**config.mk**
```make
export PLATFORM = sky130hd
export DESIGN_NAME = prog_sequencer
export DESIGN_NICKNAME = d
export VERILOG_FILES = /design/src/rtl/prog_seq_pkg.sv /design/src/rtl/ret_stack.sv /design/src/rtl/prog_sequencer.sv
export SDC_FILE = /design/constraint.sdc
export NUM_CORES = 1
export LEC_CHECK = 0
export CORE_AREA = 2 2 63 65
export DETAILED_ROUTE_END_ITERATION = 10
export DIE_AREA = 0 0 65 67
export PLACE_DENSITY = 0.83
export SETUP_SLACK_MARGIN = 0.3
export SYNTH_ARGS = -nofsm -noshare
export SYNTH_HDL_FRONTEND = slang
export SYNTH_SLANG_ARGS = --single-unit
```
**constraint.sdc**
```tcl
create_clock -name Clk -period 3.8 [get_ports Clk]
set_input_delay 0.76 -clock Clk [delete_from_list [all_inputs] [get_ports Clk]]
set_output_delay 0.76 -clock Clk [all_outputs]
set_load 0.01 [all_outputs]
```
**src/rtl/prog_seq_pkg.sv**
```systemverilog
// Shared state type and default configuration constants for prog_sequencer
// and its return stack.
package prog_seq_pkg;

  typedef enum logic [1:0] {
    StIdle,
    StArmed,
    StRun,
    StHalted
  } seq_state_e;

  localparam int unsigned DefA     = 10;
  localparam int unsigned DefNprog = 3;
  localparam int unsigned DefOffw  = 6;
  localparam int unsigned DefDepth = 4;

endpackage

```
**src/rtl/ret_stack.sv**
```systemverilog
// LIFO of return addresses for prog_sequencer. Overflowing pushes and
// underflowing pops are dropped; the caller decides how to flag them.
module ret_stack
  import prog_seq_pkg::*;
#(
  parameter int unsigned Width = DefA,
  parameter int unsigned Depth = DefDepth
) (
  input  logic             Clk,
  input  logic             Reset_n,
  input  logic             clear,
  input  logic             push,
  input  logic             pop,
  input  logic [Width-1:0] push_data,
  output logic [Width-1:0] data,
  output logic             full,
  output logic             empty
);

  localparam int unsigned SpW   = $clog2(Depth + 1);
  localparam int unsigned AddrW = (Depth > 1) ? $clog2(Depth) : 1;

  logic [Width-1:0] mem_q [Depth];
  logic [SpW-1:0]   sp_q, sp_d;

  assign full  = (sp_q == SpW'(Depth));
  assign empty = (sp_q == '0);
  // Only meaningful when not empty.
  assign data  = mem_q[AddrW'(sp_q - 1'b1)];

  always_comb begin
    sp_d = sp_q;
    if (clear) begin
      sp_d = '0;
    end else if (push && !full) begin
      sp_d = sp_q + 1'b1;
    end else if (pop && !empty) begin
      sp_d = sp_q - 1'b1;
    end
  end

  always_ff @(posedge Clk) begin
    if (!Reset_n) begin
      sp_q <= '0;
    end else begin
      sp_q <= sp_d;
    end
  end

  always_ff @(posedge Clk) begin
    if (push && !full && !clear) begin
      mem_q[AddrW'(sp_q)] <= push_data;
    end
  end

endmodule

```
**src/rtl/prog_sequencer.sv**
```systemverilog
// Program sequencer: Start-selected programs with branch/halt control.
// Define PROG_SEQUENCER_RSTACK_EN to add the Call/Ret return stack.
module prog_sequencer
  import prog_seq_pkg::*;
#(
  parameter int unsigned A     = DefA,
  parameter int unsigned NPROG = DefNprog,
  parameter int unsigned OFFW  = DefOffw,
  parameter int unsigned DEPTH = DefDepth
) (
  input  logic                     Clk,
  input  logic                     Reset_n,
  input  logic                     Start,
  input  logic                     Halt,
  input  logic                     BrAbs,
  input  logic                     BrRel,
  input  logic                     Call,
  input  logic                     Ret,
  input  logic                     ALU_flag,
  input  logic [A-1:0]             Target,
  input  logic [OFFW-1:0]          Offset,
  input  logic [NPROG*A-1:0]       StartVec,
  output logic [A-1:0]             ProgCtr,
  output logic [$clog2(NPROG)-1:0] ProgIdx,
  output logic                     Running,
  output logic                     Done,
  output logic                     StackErr
);

  localparam int unsigned IdxW = $clog2(NPROG);

  seq_state_e      state_q, state_d;
  logic            start_q, rise, fall;
  logic [A-1:0]    pc_q, pc_d, pc_inc, pc_rel;
  logic [IdxW-1:0] idx_q, idx_d;
  logic            running_q, done_q;

  assign rise   = Start & ~start_q;
  assign fall   = ~Start & start_q;
  assign pc_inc = pc_q + 1'b1;
  assign pc_rel = pc_q + A'($signed(Offset));

`ifdef PROG_SEQUENCER_RSTACK_EN
  logic         stk_push, stk_pop, stk_clear, stk_full, stk_empty;
  logic         err_set, stack_err_q;
  logic [A-1:0] stk_data;

  ret_stack #(
    .Width (A),
    .Depth (DEPTH)
  ) u_ret_stack (
    .Clk       (Clk),
    .Reset_n   (Reset_n),
    .clear     (stk_clear),
    .push      (stk_push),
    .pop       (stk_pop),
    .push_data (pc_inc),
    .data      (stk_data),
    .full      (stk_full),
    .empty     (stk_empty)
  );

  assign stk_clear = (state_d == StArmed) && (state_q != StArmed);
  assign StackErr  = stack_err_q;

  always_ff @(posedge Clk) begin
    if (!Reset_n) begin
      stack_err_q <= 1'b0;
    end else begin
      stack_err_q <= stack_err_q | err_set;
    end
  end
`else
  logic unused_cfg;
  assign unused_cfg = ^{Call, Ret, DEPTH};
  assign StackErr   = 1'b0;
`endif

  always_comb begin
    state_d = state_q;
    pc_d    = pc_q;
    idx_d   = idx_q;
`ifdef PROG_SEQUENCER_RSTACK_EN
    stk_push = 1'b0;
    stk_pop  = 1'b0;
    err_set  = 1'b0;
`endif
    case (state_q)
      StIdle: begin
        if (rise) state_d = StArmed;
      end
      StHalted: begin
        if (rise) begin
          state_d = StArmed;
          idx_d   = (idx_q == IdxW'(NPROG - 1)) ? '0 : idx_q + 1'b1;
        end
      end
      StArmed: begin
        if (fall) begin
          pc_d    = StartVec[int'(idx_q)*A +: A];
          state_d = StRun;
        end
      end
      StRun: begin
        if (Halt) begin
          state_d = StHalted;
        end
`ifdef PROG_SEQUENCER_RSTACK_EN
        else if (Ret) begin
          if (stk_empty) begin
            err_set = 1'b1;
            pc_d    = pc_inc;
          end else begin
            stk_pop = 1'b1;
            pc_d    = stk_data;
          end
        end else if (Call) begin
          // A full stack drops the return address but the jump still happens.
          if (stk_full) err_set = 1'b1;
          else          stk_push = 1'b1;
          pc_d = Target;
        end
`endif
        else if (BrAbs && ALU_flag) begin
          pc_d = Target;
        end else if (BrRel && ALU_flag) begin
          pc_d = pc_rel;
        end else begin
          pc_d = pc_inc;
        end
      end
      default: state_d = StIdle;
    endcase
  end

  always_ff @(posedge Clk) begin
    if (!Reset_n) begin
      state_q   <= StIdle;
      start_q   <= 1'b0;
      pc_q      <= '0;
      idx_q     <= '0;
      running_q <= 1'b0;
      done_q    <= 1'b0;
    end else begin
      state_q   <= state_d;
      start_q   <= Start;
      pc_q      <= pc_d;
      idx_q     <= idx_d;
      running_q <= (state_d == StRun);
      done_q    <= (state_d == StHalted);
    end
  end

  assign ProgCtr = pc_q;
  assign ProgIdx = idx_q;
  assign Running = running_q;
  assign Done    = done_q;

endmodule
```
==> summary.md, run 1 <==
| Metric | Value |
|---|---|
| Status | `complete, no violations` |
| FF-to-FF setup slack | `1.03 ns` |
| Routed WL per cell | `15.0 um` |
| Worst path bufs/invs | `1` |
| Post-Route Utilization | `0.642` |
| Cells after Synth | `196` |
| Maximum VDD drop | `140 uV` |
| Die X | `65 um` |
| NumNets Final | `321` |
| Clk_lat worst skew | `0.26 ns` |
| Final Worst Setup Slack | `0.622 ns` |
| Data arrival, critical path | `3.32 ns` |
| Post-CTS Resized | `0` |
| Fillers | `330` |
| Final WL | `4.57 mm` |
| GRT Total Usage | `0.214` |
| Slew @ Worst Pin | `0.746 ns` |
| Largest cells by area after synthesis | `dfxtp_1, ha_1, mux2_2, a21oi_1, a221oi_1` |
| Synthesized cell area | `1610 um2` |
| Asr flop ratio synth | `0` |
| Power share of the combinational group | `0.350` |
| CTS root buf | `clkbuf_8` |
| Min-Delay Path Class | `reg -> reg` |
| R2R cell count | `7` |
| Yosys top cell by area | `dfxtp_1` |
| Fmax | `315 MHz` |
| Tot Pwr | `533 uW` |
| Worst Setup Path Type | `in -> reg` |
| Largest net degree at the start of global routing | `23` |
| Maxcap violations | `0` |
| Unrepaired setup endpoints after global routing | `false` |
| DR DRC count | `0` |
| CTS tree | `done` |
| ANT nets after route | `0` |
| CP required | `3.94 ns` |
| Final Hold Viols | `0` |
| Top_reg_cell synth | `dfxtp_1` |
| Worst hold stages | `2` |
| Die H | `67 um` |
| Fin. max-slew vios | `0` |
| Nature of the critical path endpoint | `flip-flop` |
| Top cell type's share of synthesized area | `0.211` |
| Vias in the first global route | `1672` |
| Finish-stage setup viols | `0` |
| Vias per cell | `5.81` |
| Synth top cells by count | `dfxtp_1, a21oi_1, nand2_1, o21ai_0, nor2_1` |
| Diode count | `0` |
| Clock power frac | `0.265` |
| Worst R2R Start | `state_q[0]` |
| Worst Path Max Fanout | `7` |
| Row count | `22` |
| Reg clk slew, reported paths | `0.07 ns` |
| P_int | `374 uW` |
| GP Congestion | `0.805` |
| Area grow syn2layout | `43.4%` |
| Seq pwr share | `0.385` |
| Power Density | `231 nW/um2` |
| EDFF count, synth | `0` |
| Total Neg Setup Slack | `0 ns` |
| Initial Util | `0.447` |
| Startpoint Class | `primary input` |
| Detailed Routing Iterations Pass 1 | `4` |
| Sw Pwr | `159 uW` |
| Leak Pwr | `0.870 nW` |
| First-pass GRT wire length | `7.29 mm` |
| Num Clock Sinks | `17` |
| Postcts setup bufs | `0` |
| Switching Fraction | `0.298` |
| Crit path max-delay cell type | `clkdlybuf4s50_1` |
| Core area | `3610 um2` |
| IO Count | `70` |
| Hold Startpoint | `ProgCtr[0]` |
| Place WS | `0.346 ns` |
| Cell with the most instances after synthesis | `dfxtp_1` |
| CP cell instances | `clkdlybuf4s50_1, nand3b_1, ha_1, fa_1, a211o_1, a21oi_1, mux2i_1, nor4b_1, a211oi_1` |
| Cell variety after synth | `55` |
| Relative slew slack | `0.502` |
| Vias | `1767` |
| End of the worst register-to-register path | `ProgCtr[9]` |
| Fin crit period | `3.18 ns` |
| DPL Wire Length | `3.51 mm` |
| CTS buffer count | `3` |
| Clock buffer depth | `2` |
| Worst hold endpoint | `ProgCtr[0]` |
| CTS H-tree lvls | `1` |
| Cts hold-fix bufs | `0` |
| Synth warnings | `0` |
| Initial antenna violation count | `0` |
| Synthesized net count | `260` |
| Delay of the slowest critical-path stage | `0.60 ns` |
| Grt total ovfl | `0` |
| DRT iter0 DRCs | `136` |
| Flip-flop and latch count after synthesis | `17` |
| Seq/Total Area, Yosys | `0.211` |
| Synthesized area per cell | `8.23 um2` |
| Die Area | `4360 um2` |
| Layout cell share with drive strength beyond 1 | `0.0820` |
| CP delay by family, top | `compound AO/OA/AOI/OAI gates` |
| # port buffers | `66` |
| Period utilization | `0.836` |
| Clock Skew | `0.00547 ns` |
==> area by class of cell <==
cell class	count	area (um2)	area share
Multi-Input combinational cell	161	1170	0.507
Timing Repair Buffer	67	668	0.289
Sequential cell	17	340	0.147
Tap cell	48	60.1	0.0260
Clock buffer	4	45.0	0.0195
Inverter	7	26.3	0.0114
==> routing by layer <==
layer	global-route usage	vias up	share of wire
met5	0	-	0
met4	0.0798	0	0.016
met3	0.0338	9	0.072
met2	0.383	65	0.47
met1	0.258	826	0.44
li1	-	867	-
==> worst min-delay path, delay by kind of cell (launching register included) <==
kind,cells,cell delay [ns]
DFF,1,0.34
AOI/OAI and AO/OA,1,0.07
and+or+nand+nor,1,0.06
==> layout by cell type, fill, tap and decap left out, types with 6 or more instances in the layout <==
master,count
nand2_1,15
nor3_1,8
clkdlybuf4s50_1,66
dfxtp_1,17
ha_1,8
mux2_2,8
nand3_1,6
a21oi_1,16
a221oi_1,7
nor2_1,9
and2_1,6
o21ai_0,11
and3_1,6
==> power by group through the flow <==
stage | sequential, mW | clock, mW | combinational (mW)
6_report | 0.205 | 0.141 | 0.187
3_5_place_dp | 0.209 | 0 | 0.185
5_1_grt | 0.207 | 0.150 | 0.203
3_3_place_gp | 0.209 | 0 | 0.183
2_1_floorplan | 0.210 | 0 | 0.0894
4_1_cts | 0.205 | 0.144 | 0.186
==> worst max-delay path by stage <==
| stage | start | endpoint | slack (ns) | depth (start not counted) |
|---|---|---|---|---|
| 4_1_cts | BrRel | ProgCtr[8] | 0.63 | 9 |
| 6_report | BrRel | ProgCtr[8] | 0.62 | 9 |
| 5_1_grt | BrRel | ProgCtr[8] | 0.40 | 9 |
| 3_5_place_dp | BrRel | ProgCtr[8] | 0.35 | 9 |
| 3_3_place_gp | BrRel | ProgCtr[8] | 0.42 | 9 |
| 2_1_floorplan | ALU_flag | ProgCtr[8] | 1.05 | 9 |
==> registers in the layout, indices dropped and copies added, names as in the netlist <==
name     cells
Done         1
ProgCtr     10
ProgIdx      2
Running      1
start_q      1
state_q      2
==> kinds of logic after synthesis <==
group / Yosys count / synth area share
AOI/OAI and AO/OA: 64 / 0.282
muxes: 12 / 0.0807
adders and majority gates: 9 / 0.0745
DFF: 17 / 0.211
other: 1 / 0.00233
and+or+nand+nor: 73 / 0.277
xor gates and xnor gates: 2 / 0.0109
buffers and inverters: 18 / 0.0613
==> through the flow <==
step / cells / hold WS [ns] / cell area [um2]
final: 304 / 0.512 / 2310
after CTS: 304 / 0.507 / 2310
after floorplan: 196 / 0.503 / 1610
after global placement: 300 / 0.488 / 2270
after detailed placement: 300 / 0.497 / 2270
after global routing: 304 / 0.554 / 2310
(Power assumes the default switching activity.)
==> run 2, diff against run 1 <==
- CORE_AREA: 2 2 63 65 -> 2 2 68 70
- DIE_AREA: 0 0 65 67 -> 0 0 70 72
- PLACE_DENSITY: 0.83 -> 0.76
- clock period: 3.8 -> 2.6 ns (I/O delays scaled with it)
==> run 2 against run 1 <==
Compared with the run above: sequential power grew 48%; power grew 60%; clock power grew 55%; non-clock buffer count grew 26; cell count grew 9.9%; sequential share of layout area shrank 1.8 points; critical path depth grew 1; die area grew 16%; highest routed layer unchanged; cell area grew 14%; worst hold slack is essentially flat.
==> summary.md, run 2 (synthesized netlist as in run 1, its figures left out) <==
| Metric | Value |
|---|---|
| Power Density | `322 nW/um2 (+40%)` |
| Leak Pwr | `0.990 nW (+14%)` |
| CTS buffer count | `3 (unchanged)` |
| Initial antenna violation count | `0 (unchanged)` |
| # port buffers | `66 (unchanged)` |
| Period utilization | `0.901` |
| Cts hold-fix bufs | `0 (unchanged)` |
| Placed inst area | `2450 um2 (+7.8%)` |
| Die H | `72 um (+7.5%)` |
| Clock Skew | `0.00673 ns (+0.00126 ns)` |
| Fin. max-slew vios | `0 (unchanged)` |
| Max reg flops | `10 (unchanged)` |
| Post-Route Utilization | `0.620 (-0.0213)` |
| Unrepaired setup endpoints after global routing | `true` |
| CTS root buf | `clkbuf_8` |
| Total Neg Setup Slack | `0 ns (unchanged)` |
| Layout cell share with drive strength beyond 1 | `0.262 (+0.180)` |
| Grt total ovfl | `0 (unchanged)` |
| DPL Wire Length | `3.96 mm (+13%)` |
| Worst Path Max Fanout | `2 (-5)` |
| Maxcap violations | `0 (unchanged)` |
| Place WS | `-0.315 ns (-0.662 ns)` |
| Clk_lat worst skew | `0.26 ns (about the same)` |
| First-pass GRT wire length | `8.60 mm (+18%)` |
| Final Worst Setup Slack | `0.258 ns (-0.363 ns)` |
| Area grow syn2layout | `64.0%` |
| NumNets Final | `347 (+8.1%)` |
| Most frequent cells in the layout | `clkdlybuf4s50_1, buf_4, dfxtp_1` |
| DR DRC count | `0 (unchanged)` |
| Final std cell area, no fill | `2650 um2 (+14%)` |
| DRT iter0 DRCs | `108 (-21%)` |
| Detailed Routing Iterations Pass 1 | `4 (unchanged)` |
| Data arrival, critical path | `2.50 ns (-0.82 ns)` |
| Core area | `4260 um2 (+18%)` |
| Diode count | `0 (unchanged)` |
| Initial Util | `0.378 (-0.0690)` |
| Vias | `1888 (+6.8%)` |
| Min-Delay Path Class | `reg -> reg` |
| Maximum VDD drop | `158 uV (+13%)` |
| Fin crit period | `2.34 ns` |
| Storage cell area | `340 um2 (unchanged)` |
| IO Count | `70 (unchanged)` |
| Status | `complete, no violations` |
| Most common cell after layout, fill and taps aside | `clkdlybuf4s50_1` |
| Num Clock Sinks | `17 (unchanged)` |
| Worst Setup Path Type | `in -> reg` |
| Startpoint Class | `primary input` |
| Reg clk slew, reported paths | `0.08 ns (about the same)` |
| ANT nets after route | `0 (unchanged)` |
| Fmax | `427 MHz` |
| Die X | `70 um (+7.7%)` |
| Die Area | `5040 um2 (+16%)` |
| Fillers | `368 (+12%)` |
| Largest net degree at the start of global routing | `15 (-35%)` |
| Nature of the critical path endpoint | `flip-flop` |
| Multi-input logic area | `1310 um2 (+12%)` |
| CTS H-tree lvls | `1 (unchanged)` |
| CP required | `2.76 ns (-1.18 ns)` |
| Tot Pwr | `853 uW (+60%)` |
| Row count | `24 (+9.1%)` |
| Finish-stage setup viols | `0 (unchanged)` |
| Clock buffer depth | `2 (unchanged)` |
| Final WL | `5.26 mm (+15%)` |
| Vias in the first global route | `1919 (+15%)` |
| Routed WL per cell | `15.8 um (+4.7%)` |
| Final Hold Viols | `0 (unchanged)` |
| CTS tree | `done` |
| GP Congestion | `0.859 (+6.7%)` |
| Vias per cell | `5.65 (-2.7%)` |
| GRT Total Usage | `0.208 (-0.00640)` |
run 2: worst max-delay path: stages:
cell and delay, ns:
clkbuf_2 0.07, nand3b_1 0.15, ha_2 0.20, fa_2 0.37
a211o_1 0.29, a21oi_2 0.21, buf_4 0.15, mux2i_2 0.23
a21oi_2 0.08, o211a_1 0.22
run 2: layer usage:
layer  track usage  part of all wire
met4        0.0791             0.020
met3        0.0292             0.048
met2         0.375              0.50
met5             0                 0
met1         0.253              0.43
run 2: area by class of cell:
cell class                 instances  area share
tap                               52      0.0246
clock buffer                       3      0.0156
inverter                           7     0.00993
timing repair buffer              93       0.324
multi-input combinational        161       0.495
clock inverter                     1     0.00284
sequential                        17       0.129
run 2: path summary, 6_finish.rpt:
check | from | to | slack [ns] | cells after the start
max | Offset[0] | ProgCtr[6] | 0.26 | 10
min | ProgCtr[0] | ProgCtr[0] | 0.51 | 2
max reg2reg | state_q[0] | ProgCtr[7] | 0.39 | 7
min reg2reg | ProgCtr[0] | ProgCtr[0] | 0.51 | 2
run 2: what timing repair did:
item,4_1_cts,5_1_grt
resized for setup,20,16
pin swaps,11,12
setup endpoints to repair,6,6
buffers inserted,1,4
run 2: metrics by stage:
| step | hold WS, ns | instances |
|---|---|---|
| floorplan | 0.503 | 196 |
| global placement | 0.488 | 325 |
| detailed placement | 0.494 | 325 |
| CTS | 0.513 | 330 |
| global route | 0.526 | 334 |
| finish | 0.512 | 334 |
run 2: power by group:
group	switching, mW	leakage [nW]	internal [mW]	total (mW)
Clock	0.111	0.0217	0.108	0.219
Combinational	0.131	0.829	0.200	0.331
Sequential	0.0252	0.139	0.278	0.303
==> run 3, diff against run 2 <==
- SKIP_CTS_REPAIR_TIMING: unset -> 1
==> run 3 against run 2 <==
Compared with the run above: maximum frequency fell by 1.0%; sequential share of layout area barely moved; clock power barely moved; via count fell by 1.3%; critical path depth is the same; non-clock buffer count unchanged; first-iteration DRC count shrank 6.5%; global-route usage shrank 0.73 points; core utilization about the same; sequential cell count unchanged; power down 1.1%; critical endpoint unchanged.
==> summary.md, run 3 (synthesized netlist as in run 1, its figures left out) <==
| Metric | Value |
|---|---|
| Clock buffer depth | `2 (unchanged)` |
| DR DRC count | `0 (unchanged)` |
| Initial antenna violation count | `0 (unchanged)` |
| Final Hold Viols | `0 (unchanged)` |
| Worst R2R Start | `ProgCtr[0]` |
| Min-Delay Path Class | `reg -> reg` |
| Most frequent cells in the layout | `clkdlybuf4s50_1, buf_4, dfxtp_1` |
| Clk_lat worst skew | `0.27 ns (about the same)` |
| Fin. max-slew vios | `0 (unchanged)` |
| DPL Wire Length | `3.96 mm (unchanged)` |
| Worst Setup Path Type | `in -> reg` |
| Largest net degree at the start of global routing | `15 (unchanged)` |
| ANT nets after route | `0 (unchanged)` |
| Reg clk slew, reported paths | `0.08 ns (about the same)` |
| Finish-stage setup viols | `0 (unchanged)` |
| Area grow syn2layout | `63.9% (about the same)` |
| Leak Pwr | `1.01 nW (+2.5%)` |
| Maximum VDD drop | `157 uV (-0.64%)` |
| Final WL | `5.07 mm (-3.6%)` |
| Status | `complete, no violations` |
| CP required | `2.76 ns (about the same)` |
| Post-Route Utilization | `0.620 (about the same)` |
| NumNets Final | `347 (unchanged)` |
| Die Area | `5040 um2 (unchanged)` |
| Data arrival, critical path | `2.52 ns (+0.02 ns)` |
| Placed cell count | `325 (unchanged)` |
| Most used cell, CP | `a21oi_2` |
| Die X | `70 um (unchanged)` |
| CTS root buf | `clkbuf_8` |
| Total Neg Setup Slack | `0 ns (unchanged)` |
| Worst Hold Margin | `0.512 ns (+0.000483 ns)` |
| GP Congestion | `0.859 (unchanged)` |
| Power Density | `319 nW/um2 (-1.0%)` |
| Cell Count, Final, Fillers Out | `334 (unchanged)` |
| First-pass GRT wire length | `8.32 mm (-3.3%)` |
| Delay of the slowest critical-path stage | `0.35 ns (-0.02 ns)` |
| Nature of the critical path endpoint | `flip-flop` |
| GRT Total Usage | `0.201 (-0.00734)` |
| Period utilization | `0.910 (+0.00906)` |
| Unrepaired setup endpoints after global routing | `true` |
| Worst path bufs/invs | `2 (unchanged)` |
| Worst Setup SP | `Offset[0]` |
| Num Clock Sinks | `17 (unchanged)` |
| Vias in the first global route | `1866 (-2.8%)` |
| CP cell instances | `clkbuf_2, nand3b_1, ha_2, fa_2, a211o_1, a21oi_2, buf_4, mux2i_2, a21oi_2, o211a_1` |
| Vias per cell | `5.58 (-1.3%)` |
| Clock Skew | `0.00934 ns (+0.00261 ns)` |
| Maxcap violations | `0 (unchanged)` |
| CTS buffer count | `3 (unchanged)` |
| Layout cell share with drive strength beyond 1 | `0.252 (-0.0106)` |
| CTS H-tree lvls | `1 (unchanged)` |
| IO Count | `70 (unchanged)` |
| Fillers | `364 (-1.1%)` |
| # port buffers | `66 (unchanged)` |
| Die H | `72 um (unchanged)` |
| CTS tree | `done` |
| Startpoint Class | `primary input` |
| Crit path max-delay cell type | `fa_2` |
| Fin crit period | `2.37 ns (+0.0236 ns)` |
| Row count | `24 (unchanged)` |
| Hold Startpoint | `ProgCtr[0]` |
| FF-to-FF setup slack | `0.37 ns (-0.02 ns)` |
| Fmax | `423 MHz (-1.0%)` |
| Max reg flops | `10 (unchanged)` |
| Initial Util | `0.378 (unchanged)` |
| CP delay by family, top | `compound AO/OA/AOI/OAI gates` |
| Most common cell after layout, fill and taps aside | `clkdlybuf4s50_1` |
| DRT iter0 DRCs | `101 (-6.5%)` |
| Detailed Routing Iterations Pass 1 | `4 (unchanged)` |
| Worst Path Max Fanout | `2 (unchanged)` |
| Routed WL per cell | `15.2 um (-3.6%)` |
| Grt total ovfl | `0 (unchanged)` |
| Core area | `4260 um2 (unchanged)` |
| Vias | `1863 (-1.3%)` |
| Diode count | `0 (unchanged)` |
run 3: final cells by class:
cell class	instances	area, um2	share of cell area
clock inverter	1	7.51	0.00284
inverter	7	26.3	0.00994
multi-input combinational	161	1300	0.492
tap	52	65.1	0.0246
clock buffer	3	41.3	0.0156
sequential	17	340	0.129
timing repair buffer	93	862	0.326
run 3: through the flow:
stage | setup slack, ns | power [mW] | area, um2
after detailed placement | -0.315 | 0.606 | 2450
after CTS | -0.0619 | 0.823 | 2490
after global routing | 0.156 | 0.886 | 2640
after floorplan | 0.283 | 0.441 | 1640
after global placement | -0.258 | 0.601 | 2450
final | 0.235 | 0.844 | 2640
run 3: power breakdown:
group	internal (mW)	switching, mW	total [mW]
clock network	0.108	0.108	0.216
logic	0.197	0.129	0.325
registers	0.278	0.0244	0.302
run 3: routing by layer:
metal	vias to the layer above	global-route usage	part of all wire
met2	61	0.350	0.49
met4	0	0.0726	0.013
met5	-	0	0
li1	921	-	-
met3	6	0.0278	0.056
met1	875	0.254	0.44
run 3: final timing paths:
kind                                   end  depth (start not counted)
worst min-delay path            ProgCtr[0]                          2
worst max register to register  ProgCtr[6]                          8
worst max-delay path            ProgCtr[6]                         10
worst min register to register  ProgCtr[0]                          2
run 3: worst reg2reg max path, delay by kind of cell (launching register included):
kind,cells,cell delay (ns)
buffers and inverters,1,0.16
adders and majority gates,2,0.55
muxes,1,0.23
DFF,1,0.34
AOI/OAI and AO/OA,4,0.84
